<file path="src/rtl/dac_upd_ctrl.sv">
// ============================================================================
// Module  : dac_upd_ctrl
// Brief   : Round-robin sample arbiter, per-channel shadow buffers, prescaled
//           update ticks and delayed latch strobe for a 4-channel 8-bit DAC.
// Revision: 1.0
// ============================================================================
`default_nettype none

module dac_upd_ctrl #(
   parameter int DW    = 8,
   parameter int DIV_W = 16
) (
   input  logic               mclk,
   input  logic               reset,
   input  logic               cfg_en,
   input  logic [DIV_W-1:0]   cfg_div,
   input  logic [3:0]         req_valid,
   input  logic [4*DW-1:0]    req_data,
   output logic [3:0]         req_ready,
   output logic [DW-1:0]      dac_din0,
   output logic [DW-1:0]      dac_din1,
   output logic [DW-1:0]      dac_din2,
   output logic [DW-1:0]      dac_din3,
   output logic               dac_load,
   output logic [3:0]         underrun,
   input  logic [3:0]         underrun_clr
);

   localparam logic [DIV_W-1:0] MIN_DIV = DIV_W'(2);

   logic [DW-1:0]    shadow [4];
   logic [DW-1:0]    din_q  [4];
   logic [3:0]       pending;
   logic [1:0]       ptr;
   logic [DIV_W-1:0] count;
   logic             tick_d1;

   logic [3:0]       grant;
   logic [1:0]       grant_idx;
   logic             grant_any;
   logic [1:0]       scan_idx;
   logic [DIV_W-1:0] eff_div;
   logic             tick;
   logic [3:0]       xfer;

   // First eligible channel in rotation order starting at ptr.
   always_comb begin
      grant     = '0;
      grant_idx = '0;
      grant_any = 1'b0;
      scan_idx  = '0;
      for (int k = 0; k < 4; k++) begin
         scan_idx = ptr + 2'(k);
         if (!grant_any && req_valid[scan_idx] && !pending[scan_idx]) begin
            grant[scan_idx] = 1'b1;
            grant_idx       = scan_idx;
            grant_any       = 1'b1;
         end
      end
   end

   assign req_ready = reset ? 4'b0000 : grant;
   assign xfer      = req_ready & req_valid;

   // The >= compare lets a lowered divisor fire at once instead of wrapping.
   assign eff_div = (cfg_div < MIN_DIV) ? MIN_DIV : cfg_div;
   assign tick    = cfg_en && (count >= eff_div);

   always_ff @(posedge mclk or posedge reset) begin
      if (reset) begin
         count    <= '0;
         ptr      <= '0;
         tick_d1  <= 1'b0;
         dac_load <= 1'b0;
      end else begin
         if (!cfg_en || tick) begin
            count <= '0;
         end else begin
            count <= count + DIV_W'(1);
         end
         if (|xfer) begin
            ptr <= grant_idx + 2'd1;
         end
         tick_d1  <= tick;
         dac_load <= tick_d1;
      end
   end

   // A tick sees pre-transfer state, so a same-cycle write stays pending.
   always_ff @(posedge mclk or posedge reset) begin
      if (reset) begin
         pending  <= '0;
         underrun <= '0;
         for (int i = 0; i < 4; i++) begin
            shadow[i] <= '0;
            din_q[i]  <= '0;
         end
      end else begin
         for (int i = 0; i < 4; i++) begin
            if (underrun_clr[i]) begin
               underrun[i] <= 1'b0;
            end
            if (tick) begin
               if (pending[i]) begin
                  din_q[i] <= shadow[i];
               end else begin
                  underrun[i] <= 1'b1;
               end
            end
            if (xfer[i]) begin
               shadow[i]  <= req_data[DW*i +: DW];
               pending[i] <= 1'b1;
            end else if (tick) begin
               pending[i] <= 1'b0;
            end
         end
      end
   end

   assign dac_din0 = din_q[0];
   assign dac_din1 = din_q[1];
   assign dac_din2 = din_q[2];
   assign dac_din3 = din_q[3];

endmodule

`default_nettype wire

</file>
<file path="config.mk">
export PLATFORM = sky130hd
export DESIGN_NAME = dac_upd_ctrl
export DESIGN_NICKNAME = d
export VERILOG_FILES = /design/src/rtl/dac_upd_ctrl.sv
export SDC_FILE = /design/constraint.sdc
export NUM_CORES = 1
export LEC_CHECK = 0
export ABC_AREA = 1
export CAP_MARGIN = 20
export CORE_ASPECT_RATIO = 1.5
export CORE_UTILIZATION = 52
export CTS_BUF_LIST = sky130_fd_sc_hd__clkbuf_8
export CTS_CLUSTER_SIZE = 40
export DETAILED_ROUTE_END_ITERATION = 10
export PLACE_DENSITY = 0.81
export SLEW_MARGIN = 20
export SYNTH_ARGS = -nofsm -noshare
export SYNTH_HDL_FRONTEND = slang
export SYNTH_SLANG_ARGS = --single-unit
</file>
<file path="constraint.sdc">
create_clock -name mclk -period 2.8 [get_ports mclk]
set_clock_uncertainty 0.1 [all_clocks]
set_input_delay 0.56 -clock mclk [delete_from_list [all_inputs] [get_ports mclk]]
set_output_delay 0.56 -clock mclk [all_outputs]
set_load 0.01 [all_outputs]
</file>
==> run summary, run 1 <==
Asr flop ratio synth: 100.0%
Worst path most repeated cell: buf_2
Sequential share of the synthesized area: 47.85%
Vias: 4,369
Iter 0 DRT Violations: 303
CTS clk-pin slew, worst paths: 0.09 ns
Cell Area, Synth: 0.004811 mm^2
First drt pass iteration count: 5
Max_slew headroom: 52.23%
Clk sink count: 92
Pins over their slew limit: 0
Synth area leaders: dfrtp_1 (48%), nand2_1 (12%), ha_1 (6.5%), inv_1 (6.3%), nand3_1 (4.8%)
CP Class: register to output pin
Cell Chain, Critical Path: inv_2, ha_4, nand3b_1, nand2_2, nor2_4, buf_2, nand3_2, nand3b_4, nand2_1, inv_1, buf_2
TritonCTS clock tree: built
Top-area cell type share of the netlist area: 47.85%
Fmax: 366.5 MHz
Row cnt: 42
Setup Total Neg Slack: 0 ns
Layout cells sized above 1: 24.62%
Worst-path fanout max: 4
Fin crit share: 97.45%
Synth Warn #: 0
DR WL/cell: 14.59 um
Pwr dens: 739.9 mW/mm^2
Nets: 806
Most frequent cells in the layout: nand2_1 (139), dfrtp_1 (92), clkdlybuf4s50_1 (76)
Input/output buffers: 99
Die Footprint: 0.009649 mm^2
Die H: 119.8 um
Post-Place Setup Slack: -0.5634 ns
WP data arrival: 2.07 ns
DR DRC count: 0
Cell variety after synth: 31
Tmin final: 2.729 ns
Routed wire length: 12,210 um
Die width: 80.54 um
Total grt overflow: 0
Slowest CP cell: dfrtp_1
Worst path max stage delay: 0.41 ns
Count of final setup violators: 0
Slew at the pin closest to its max-slew limit: 0.7166 ns
Finished Core Util: 76.09%
Core region area: 0.008881 mm^2
Most common cell after layout, fill and taps aside: nand2_1
Initial antenna violation count: 0
H-tree Lvls: 3
Status: complete, no violations
# hold bufs at CTS: 0
Final Hold Vio Count: 0
Syn-to-layout area delta: 40.47%
Clock Path Buffers: 2
Top_reg_cell synth: dfrtp_1
CP Data Required Time: 2.14 ns
Gpl congestion: 0.9091
First-pass GRT wire length: 19,050 um
Synth Register Bits: 92
Initial Util: 54.17%
Latest clock arrival within the worst-skew pair: 0.36 ns
Startpoint class of the critical path: register
Critical path capture point type: output pin
HP Class: register to register
Largest net degree at the start of global routing: 59
# diodes: 0
Mapped Cells: 562
Area leader, netlist: dfrtp_1
Worst setup margin: 0.07143 ns
Avg Inst Size Synth: 8.560 um^2
IO Count: 100
Max Cap Viol: 0
Gr usage total: 25.69%
Static leakage: 0.003554 uW
Post-DP HPWL: 8475 um
Max IR drop VDD: 0.0006903 V
Via density: 5.220
Post-DRT Antenna Nets: 0
Post-synth EDFFs: 0
Vias in the first global route: 4,334
CTS Buf Count: 9
Syn Nets: 646
CTS Root Cell: clkbuf_8
[timing repair]
| item | in CTS | in global routing |
|---|---|---|
| endpoints found under the setup margin | 38 | 43 |
| pin swaps | 10 | 14 |
| gates resized for setup | 33 | 63 |
| setup buffers | 7 | 9 |
| cloned | 2 | 1 |
[sequential cells by signal (all words and copies together), names as in the netlist]
register and count:
dac_din1 8, underrun 4, pending 4, dac_din2 8, dac_din0 8, dac_din3 8
tick_d1 1, shadow 32, dac_load 1, count 16, ptr 2
[stage by stage]
step                hold slack [ns]  cells  area (um^2)  total power (uW)
floorplan                    0.2312    562         4811              2992
global placement             0.2491    802         6205              3567
detailed placement           0.2544    802         6205              3656
CTS                          0.2741    827         6551              4858
global route                 0.2916    837         6758              5279
finish                       0.2766    837         6758              5000
[power breakdown]
group | total (uW) | internal [uW] | switching [uW]
clock network | 1080 | 618 | 460
registers | 1730 | 1580 | 143
logic | 2200 | 983 | 1210
total | 5000 | 3180 | 1820
[Yosys cell counts, types with 4 or more instances]
library cell  number
nand2_1          150
dfrtp_1           92
inv_1             81
nand3_1           46
nor2_1            30
ha_1              25
o21ai_2           23
o21ai_0           19
a21oi_1           14
a21oi_2            9
nand3_2            8
nand2_2            7
nor3_1             7
inv_2              6
buf_6              5
clkbuf_1           5
nand4_1            5
nand3_4            4
o21ai_1            4
o22ai_1            4
[final timing paths]
kind	start	slack, ns	to	cells after the start
max	ptr[0]$_DFFE_PP0P_	0.07	req_ready[0]	11
min	tick_d1$_DFF_PP0_	0.28	dac_load$_DFF_PP0_	0
max reg2reg	ptr[0]$_DFFE_PP0P_	0.32	ptr[1]$_DFFE_PP0P_	15
min reg2reg	tick_d1$_DFF_PP0_	0.28	dac_load$_DFF_PP0_	0
max in group asynchronous	reset	1.32	dac_din2[5]$_DFFE_PP0P_	3
min in group asynchronous	reset	0.71	shadow[25]$_DFFE_PP0P_	3
[cell type report]
cell class                      instances  area, um^2
Clock buffer                           10       137.6
Clock inverter                          6       108.9
Fill cell                             617        2123
Inverter                               87       334.1
Multi-Input combinational cell        370        2211
Sequential cell                        92        2302
Tap cell                              110       137.6
Timing Repair Buffer                  161        1519
Timing Repair inverter                  1       7.507
[cells by family (layout without fill, tap and decap cells)]
logic type | count (synthesis) | after routing | synth area share (%)
compound gates | 74 | 74 | 10.35
xor+xnor | 2 | 2 | 0.3642
fa+ha+maj | 25 | 25 | 6.502
buf+inv | 100 | 265 | 8.713
flops | 92 | 92 | 47.85
simple gates | 269 | 269 | 26.22
[critical path: cells and delay by family, from the launching register on]
family                   cells  cell delay (ns)
adder cells (fa/ha/maj)      1             0.29
buffers and inverters        4             0.41
flip-flops                   1             0.41
AND/OR/NAND/NOR              6             0.59
[per-layer routing]
| layer | track usage [%] | vias up | part of all wire, % |
|---|---|---|---|
| li1 | - | 2115 | - |
| met1 | 29.46 | 2069 | 38 |
| met2 | 46.19 | 152 | 54 |
| met3 | 4.259 | 33 | 4.8 |
| met4 | 10.49 | 0 | 2.7 |
| met5 | 0 | - | 0 |
(Power assumes the default switching activity.)
==> run 2, diff against run 1 <==
--- a/config.mk
+++ b/config.mk
@@ -12,7 +12,9 @@
 export CTS_BUF_LIST = sky130_fd_sc_hd__clkbuf_8
 export CTS_CLUSTER_SIZE = 40
 export DETAILED_ROUTE_END_ITERATION = 10
+export GPL_TIMING_DRIVEN = 0
 export PLACE_DENSITY = 0.81
+export SKIP_CTS_REPAIR_TIMING = 1
 export SLEW_MARGIN = 20
 export SYNTH_ARGS = -nofsm -noshare
 export SYNTH_HDL_FRONTEND = slang
==> constraint.sdc (replaced) <==
create_clock -name mclk -period 2.9 [get_ports mclk]
set_clock_uncertainty 0.1 [all_clocks]
set_input_delay 0.58 -clock mclk [delete_from_list [all_inputs] [get_ports mclk]]
set_output_delay 0.58 -clock mclk [all_outputs]
set_load 0.01 [all_outputs]
==> run 2 against run 1 <==
- the run now ends with negative setup slack left
- sequential share of layout area rose by 0.61 points
- via count down 2.9%
- hold slack got worse by 0.012 ns
- critical path depth did not move
- first-iteration DRC count fell by 1.7%
- critical endpoint unchanged
- largest cell class unchanged
==> run summary, run 2 (synthesis results as in run 1) <==
Gpl congestion: 0.9109 (was 0.9091)
Largest reg by FF count: shadow (unchanged)
# diodes: 0 (unchanged)
Hold_ws: 0.2644 ns (was 0.2766 ns)
Fin crit share: 102.0%
First drt pass iteration count: 4 (was 5)
Die Footprint: 0.009649 mm^2 (unchanged)
RSZ-0062 raised after global routing: yes
Core region area: 0.008881 mm^2 (unchanged)
Startpoint class of the critical path: register (unchanged)
Fmax: 338.2 MHz
Slew at the pin closest to its max-slew limit: 0.6255 ns (was 0.7166 ns)
Clock Path Buffers: 2 (unchanged)
DR DRC count: 0 (unchanged)
Worst setup margin: -0.05703 ns (was 0.07143 ns)
Input/output buffers: 99 (unchanged)
Worst path buffer plus inverter count: 4 (unchanged)
Syn-to-layout area delta: 38.13% (was 40.47%)
Pins over their slew limit: 0 (unchanged)
Area of the multi-input gates: 0.002233 mm^2 (was 0.002211 mm^2)
Failing checks: negative setup slack
Post-DRT Antenna Nets: 0 (unchanged)
Post-DP HPWL: 8326 um (was 8475 um)
Slowest CP cell: dfrtp_2 (was dfrtp_1)
Die H: 119.8 um (unchanged)
Area post-placement: 0.005972 mm^2 (was 0.006205 mm^2)
Max IR drop VDD: 0.0005846 V (was 0.0006903 V)
Via density: 5.178 (was 5.220)
Register area: 0.002305 mm^2 (was 0.002302 mm^2)
Post-Place Setup Slack: -1.185 ns (was -0.5634 ns)
Count of final setup violators: 4 (was 0)
Critical path's top delay family: simple AND/OR/NAND/NOR gates (unchanged)
Fillers: 659 (was 617)
Nets: 788 (was 806)
Static leakage: 0.003452 uW (was 0.003554 uW)
Clk sink count: 92 (unchanged)
Latest clock arrival within the worst-skew pair: 0.36 ns (about the same)
Vias: 4,241 (was 4,369)
Initial antenna violation count: 0 (unchanged)
Layout cells sized above 1: 22.00% (was 24.62%)
Tmin final: 2.957 ns
Top flop regs: shadow (32), count (16) (unchanged)
Pwr dens: 683.2 mW/mm^2 (was 739.9 mW/mm^2)
Total power: 4540 uW (was 5000 uW)
Cell Chain, Critical Path: clkinvlp_4, ha_4, nand3b_1, nand2_2, nor2_4, buf_6, nand3_2, nand3b_4, nand2_1, inv_1, clkbuf_2 (was inv_2, ha_4, nand3b_1, nand2_2, nor2_4, buf_2, nand3_2, nand3b_4, nand2_1, inv_1, buf_2)
H-tree Lvls: 3 (unchanged)
DR WL/cell: 14.28 um (was 14.59 um)
First-pass GRT wire length: 18,440 um (was 19,050 um)
Largest net degree at the start of global routing: 64 (was 59)
HP Class: register to register (unchanged)
Iter 0 DRT Violations: 298 (was 303)
CTS clk-pin slew, worst paths: 0.09 ns (about the same)
CP Data Required Time: 2.22 ns (was 2.14 ns)
Most common cell after layout, fill and taps aside: nand2_1 (unchanged)
WP data arrival: 2.28 ns (was 2.07 ns)
CTS Buf Count: 9 (unchanged)
Vias in the first global route: 4,157 (was 4,334)
Most frequent cells in the layout: nand2_1 (140), dfrtp_1 (90), clkdlybuf4s50_1 (82) (was nand2_1 (139), dfrtp_1 (92), clkdlybuf4s50_1 (76))
IO Count: 100 (unchanged)
Number of cells in the finished layout apart from fillers: 819 (was 837)
Critical path capture point type: output pin (unchanged)
Worst-path fanout max: 8 (was 4)
Max Cap Viol: 0 (unchanged)
Row cnt: 42 (unchanged)
CP Class: register to output pin (unchanged)
Worst path max stage delay: 0.44 ns (was 0.41 ns)
Initial Util: 54.17% (unchanged)
Inst Count DP: 772 (was 802)
Status: finished, violations left (was complete, no violations)
TritonCTS clock tree: built (unchanged)
Max FFs per register: 32 (unchanged)
Total grt overflow: 0 (unchanged)
Gr usage total: 24.93% (was 25.69%)
Max_slew headroom: 58.30% (was 52.23%)
Final Hold Vio Count: 0 (unchanged)
CTS Root Cell: clkbuf_8 (unchanged)
Final Cell Area: 0.006645 mm^2 (was 0.006758 mm^2)
Die width: 80.54 um (unchanged)
Routed wire length: 11,700 um (was 12,210 um)
## run 2: changes by cell type in the layout (fill, tap and decap cells not counted), moves of 3 or more
cell / previous run / this run
buf_4: 52 / 29
buf_6: 4 / 10
clkdlybuf4s50_1: 76 / 82
dlygate4sd2_1: 4 / 0
nand2_8: 0 / 3
o21ai_1: 5 / 11
o21ai_2: 29 / 23
## run 2: per-layer routing
layer	vias to the layer above	routed length (um)	GRT usage [%]
met4	0	248	10.60
met2	121	6528	43.80
li1	2083	-	-
met3	17	456	4.030
met5	-	0	0
met1	2020	4463	29.45
## run 2: stage by stage
stage,utilization [%],setup TNS (ns)
floorplan,-,0
global placement,66.88,-77.81
detailed placement,67.24,-53.66
CTS,69.72,-32.82
global route,74.82,-0.9427
finish,74.82,-0.1384
## run 2: area by class of cell
class / instances / share of cell area, %
Buffer: 13 / 2.052
Clock buffer: 12 / 2.485
Clock inverter: 4 / 0.8285
Inverter: 87 / 5.272
Multi-Input combinational cell: 371 / 33.61
Sequential cell: 92 / 34.68
Tap cell: 110 / 2.071
Timing Repair Buffer: 130 / 19.00
## run 2: path summary, 6_finish.rpt
kind | from | endpoint | slack (ns) | depth (start not counted)
max in group asynchronous | reset | pending[2]$_DFFE_PP0P_ | 1.58 | 3
max | ptr[1]$_DFFE_PP0P_ | req_ready[0] | -0.06 | 11
min reg2reg | tick_d1$_DFF_PP0_ | dac_load$_DFF_PP0_ | 0.26 | 0
min in group asynchronous | reset | shadow[29]$_DFFE_PP0P_ | 0.50 | 2
min | tick_d1$_DFF_PP0_ | dac_load$_DFF_PP0_ | 0.26 | 0
max reg2reg | ptr[1]$_DFFE_PP0P_ | ptr[1]$_DFFE_PP0P_ | 0.46 | 15
## run 2: power by group
group,internal (uW),leakage (uW),switching [uW]
clock network,474,0.000109,445
logic,829,0.00216,1100
registers,1530,0.00119,157
total,2840,0.00345,1700
## run 2: worst reg2reg max path: cells and delay by family, from the launching register on
kind	cells	cell delay, ns
compound gates	2	0.26
fa+ha+maj	1	0.29
buf+inv	4	0.51
flops	1	0.44
simple gates	8	0.74
==> run 3, diff against run 2 <==
--- a/config.mk
+++ b/config.mk
@@ -8,13 +8,12 @@
 export ABC_AREA = 1
 export CAP_MARGIN = 20
 export CORE_ASPECT_RATIO = 1.5
-export CORE_UTILIZATION = 52
+export CORE_UTILIZATION = 53
 export CTS_BUF_LIST = sky130_fd_sc_hd__clkbuf_8
 export CTS_CLUSTER_SIZE = 40
 export DETAILED_ROUTE_END_ITERATION = 10
 export GPL_TIMING_DRIVEN = 0
-export PLACE_DENSITY = 0.81
-export SKIP_CTS_REPAIR_TIMING = 1
+export PLACE_DENSITY = 0.82
 export SLEW_MARGIN = 20
 export SYNTH_ARGS = -nofsm -noshare
 export SYNTH_HDL_FRONTEND = slang
==> run 3 against run 2 <==
- the flow now finishes without violations
- largest power group unchanged
- global-route usage is 0.76 points higher
- non-clock buffer count shrank 2
- core utilization is 0.57 points higher
- sequential share of layout area decreased by 0.059 points
- sequential power about the same
- final area is 0.17% higher
- first-iteration DRC count fell by 28%
- hold slack better by 0.0082 ns
- largest cell class unchanged
- critical path type is now primary input to register
- die area decreased by 1.9%
- clock power rose by 13%
- via count decreased by 0.42%
- flip-flop and latch count is the same
==> run summary, run 3 (synthesis results as in run 1) <==
Status: complete, no violations (was finished, violations left)
WP data arrival: 3.05 ns (was 2.28 ns)
Core region area: 0.008828 mm^2 (was 0.008881 mm^2)
Worst-path fanout max: 6 (was 8)
Routed wire length: 11,920 um (was 11,700 um)
Post-DRT Antenna Nets: 0 (unchanged)
Vias in the first global route: 4,076 (was 4,157)
Nets: 785 (was 788)
R2r setup slk: 0.60 ns (was 0.46 ns)
DR WL/cell: 14.61 um (was 14.28 um)
Critical path's top delay family: simple AND/OR/NAND/NOR gates (unchanged)
Most common cell after layout, fill and taps aside: nand2_1 (unchanged)
Post-DP HPWL: 8200 um (was 8326 um)
Flop pwr share: 36.2% (was 37.2%)
Fillers: 615 (was 659)
TritonCTS clock tree: built (unchanged)
CP Data Required Time: 3.06 ns (was 2.22 ns)
Clock power share: 22.4% (was 20.2%)
Cell Chain, Critical Path: clkdlybuf4s50_1, inv_2, nand4_1, nor3_2, nor2_1, ha_1, a21oi_2, o21ai_1, nand2_1, o211ai_1, nand2_1, nand3_2, nand2_4, clkinv_8, buf_12, buf_12, nand3_1, nand2_1 (was clkinvlp_4, ha_4, nand3b_1, nand2_2, nor2_4, buf_6, nand3_2, nand3b_4, nand2_1, inv_1, clkbuf_2)
Worst path buffer plus inverter count: 5 (was 4)
Worst r2r src: count[14]$_DFF_PP0_ (was ptr[1]$_DFFE_PP0P_)
Fmax: 345.5 MHz (was 338.2 MHz)
Most frequent cells in the layout: nand2_1 (137), dfrtp_1 (90), clkdlybuf4s50_1 (80) (was nand2_1 (140), dfrtp_1 (90), clkdlybuf4s50_1 (82))
First-pass GRT wire length: 18,620 um (was 18,440 um)
Critical register-to-register path endpoint: dac_din1[3]$_DFFE_PP0P_ (was ptr[1]$_DFFE_PP0P_)
Max Cap Viol: 0 (unchanged)
HP Class: register to register (unchanged)
CTS clk-pin slew, worst paths: 0.09 ns (about the same)
Gr usage total: 25.69% (was 24.93%)
Gpl congestion: 0.9449 (was 0.9109)
CP Class: primary input to register (was register to output pin)
Syn-to-layout area delta: 38.36% (was 38.13%)
Vias: 4,223 (was 4,241)
Critical path capture point type: register (was output pin)
IO Count: 100 (unchanged)
H-tree Lvls: 3 (unchanged)
Final Hold Vio Count: 0 (unchanged)
Hold_ws: 0.2725 ns (was 0.2644 ns)
Latest clock arrival within the worst-skew pair: 0.36 ns (about the same)
Clock Path Buffers: 2 (unchanged)
Largest net degree at the start of global routing: 65 (was 64)
Clk sink count: 92 (unchanged)
Row cnt: 42 (unchanged)
Static leakage: 0.003433 uW (was 0.003452 uW)
DR DRC count: 0 (unchanged)
# diodes: 0 (unchanged)
Worst path max stage delay: 0.42 ns (was 0.44 ns)
Via density: 5.175 (was 5.178)
Input/output buffers: 99 (unchanged)
Slew at the pin closest to its max-slew limit: 0.6041 ns (was 0.6255 ns)
Sw Share: 36.25% (was 37.53%)
First drt pass iteration count: 4 (unchanged)
Max FFs per register: 32 (unchanged)
Start point of the critical path: cfg_div[10] (was ptr[1]$_DFFE_PP0P_)
Comb power frac: 41.4% (was 42.5%)
Crit path to: dac_din1[3]$_DFFE_PP0P_ (was req_ready[0])
P_int: 2968 uW (was 2836 uW)
Fin crit share: 99.81% (was 102.0%)
Max_slew headroom: 59.72% (was 58.30%)
Reg2reg path depth: 13 (was 15)
Sw Pwr: 1687 uW (was 1704 uW)
Iter 0 DRT Violations: 214 (was 298)
Initial Util: 54.49% (was 54.17%)
Count of final setup violators: 0 (was 4)
Initial antenna violation count: 0 (unchanged)
Startpoint class of the critical path: primary input (was register)
Die Footprint: 0.009470 mm^2 (was 0.009649 mm^2)
Total grt overflow: 0 (unchanged)
CTS Root Cell: clkbuf_8 (unchanged)
Pins over their slew limit: 0 (unchanged)
Worst path most repeated cell: nand2_1
Largest reg by FF count: shadow (unchanged)
Top flop regs: shadow (32), count (16) (unchanged)
Tmin final: 2.895 ns (was 2.957 ns)
Layout cells sized above 1: 21.95% (was 22.00%)
Pwr dens: 699.4 mW/mm^2 (was 683.2 mW/mm^2)
Slowest CP cell: clkdlybuf4s50_1 (was dfrtp_2)
Die width: 79.79 um (was 80.54 um)
CTS Buf Count: 9 (unchanged)
Die H: 118.7 um (was 119.8 um)
Setup Total Neg Slack: 0 ns (was -0.1384 ns)
CP Depth: 18 (was 11)
# hold bufs at CTS: 0
Max IR drop VDD: 0.0007150 V (was 0.0005846 V)
[run 3: stage by stage]
step / cells / worst slack, ns / utilization [%] / instance area, um^2 / total power [uW]
2_1_floorplan: 562 / 0.1101 / - / 4811 / 2889
3_3_place_gp: 771 / -1.111 / 67.28 / 5939 / 3273
3_5_place_dp: 772 / -1.237 / 67.64 / 5972 / 3349
4_1_cts: 801 / 0.005649 / 73.53 / 6491 / 4551
5_1_grt: 816 / -0.07839 / 75.40 / 6656 / 4934
6_report: 816 / 0.005433 / 75.40 / 6656 / 4655
[run 3: final cells by class]
class / count / area (um^2) / share of cell area, %
Tap cell: 110 / 137.6 / 2.068
Inverter: 87 / 352.8 / 5.301
Timing Repair Buffer: 128 / 1247 / 18.74
Sequential cell: 92 / 2305 / 34.62
Clock inverter: 5 / 98.84 / 1.485
Clock buffer: 11 / 151.4 / 2.274
Buffer: 13 / 138.9 / 2.086
Multi-Input combinational cell: 370 / 2225 / 33.42
[run 3: power by group through the flow]
stage | clock network [uW] | logic [uW] | registers [uW]
6_report | 1040 | 1930 | 1680
5_1_grt | 1100 | 2130 | 1710
4_1_cts | 1060 | 1810 | 1680
3_5_place_dp | 0 | 1640 | 1710
3_3_place_gp | 0 | 1570 | 1700
2_1_floorplan | 0 | 1210 | 1680
[run 3: how the worst min path moves through the flow]
stage / slack, ns / cells past startpoint / endpoint / start
final: 0.27 / 0 / dac_load$_DFF_PP0_ / tick_d1$_DFF_PP0_
after global routing: 0.28 / 0 / dac_load$_DFF_PP0_ / tick_d1$_DFF_PP0_
after CTS: 0.27 / 0 / dac_load$_DFF_PP0_ / tick_d1$_DFF_PP0_
after detailed placement: 0.25 / 0 / dac_load$_DFF_PP0_ / tick_d1$_DFF_PP0_
after global placement: 0.24 / 0 / dac_load$_DFF_PP0_ / tick_d1$_DFF_PP0_
after floorplan: 0.23 / 0 / dac_load$_DFF_PP0_ / tick_d1$_DFF_PP0_
[run 3: metal layers]
layer	vias up	wire, um	GRT usage [%]
li1	2075	-	-
met1	2014	4747	31.44
met2	109	6472	44.82
met3	25	399	2.780
met4	0	303	11.27
met5	-	0	0
[run 3: what timing repair did]
item | CTS | global route
cloned | 2 | 0
buffers inserted | 11 | 15
resized for setup | 62 | 41
pin swaps | 11 | 14
setup endpoints to repair | 61 | 46
[run 3: worst reg2reg max path, cell delays in order, from the launching register on]
cell	delay (ns)
dfrtp_1	0.42
ha_1	0.31
nand2_1	0.08
inv_1	0.04
nand3_1	0.09
inv_1	0.07
a21oi_1	0.30
nand3_2	0.16
nand2_4	0.13
clkinv_8	0.10
buf_12	0.16
buf_12	0.12
nand3_1	0.06
nand2_1	0.06
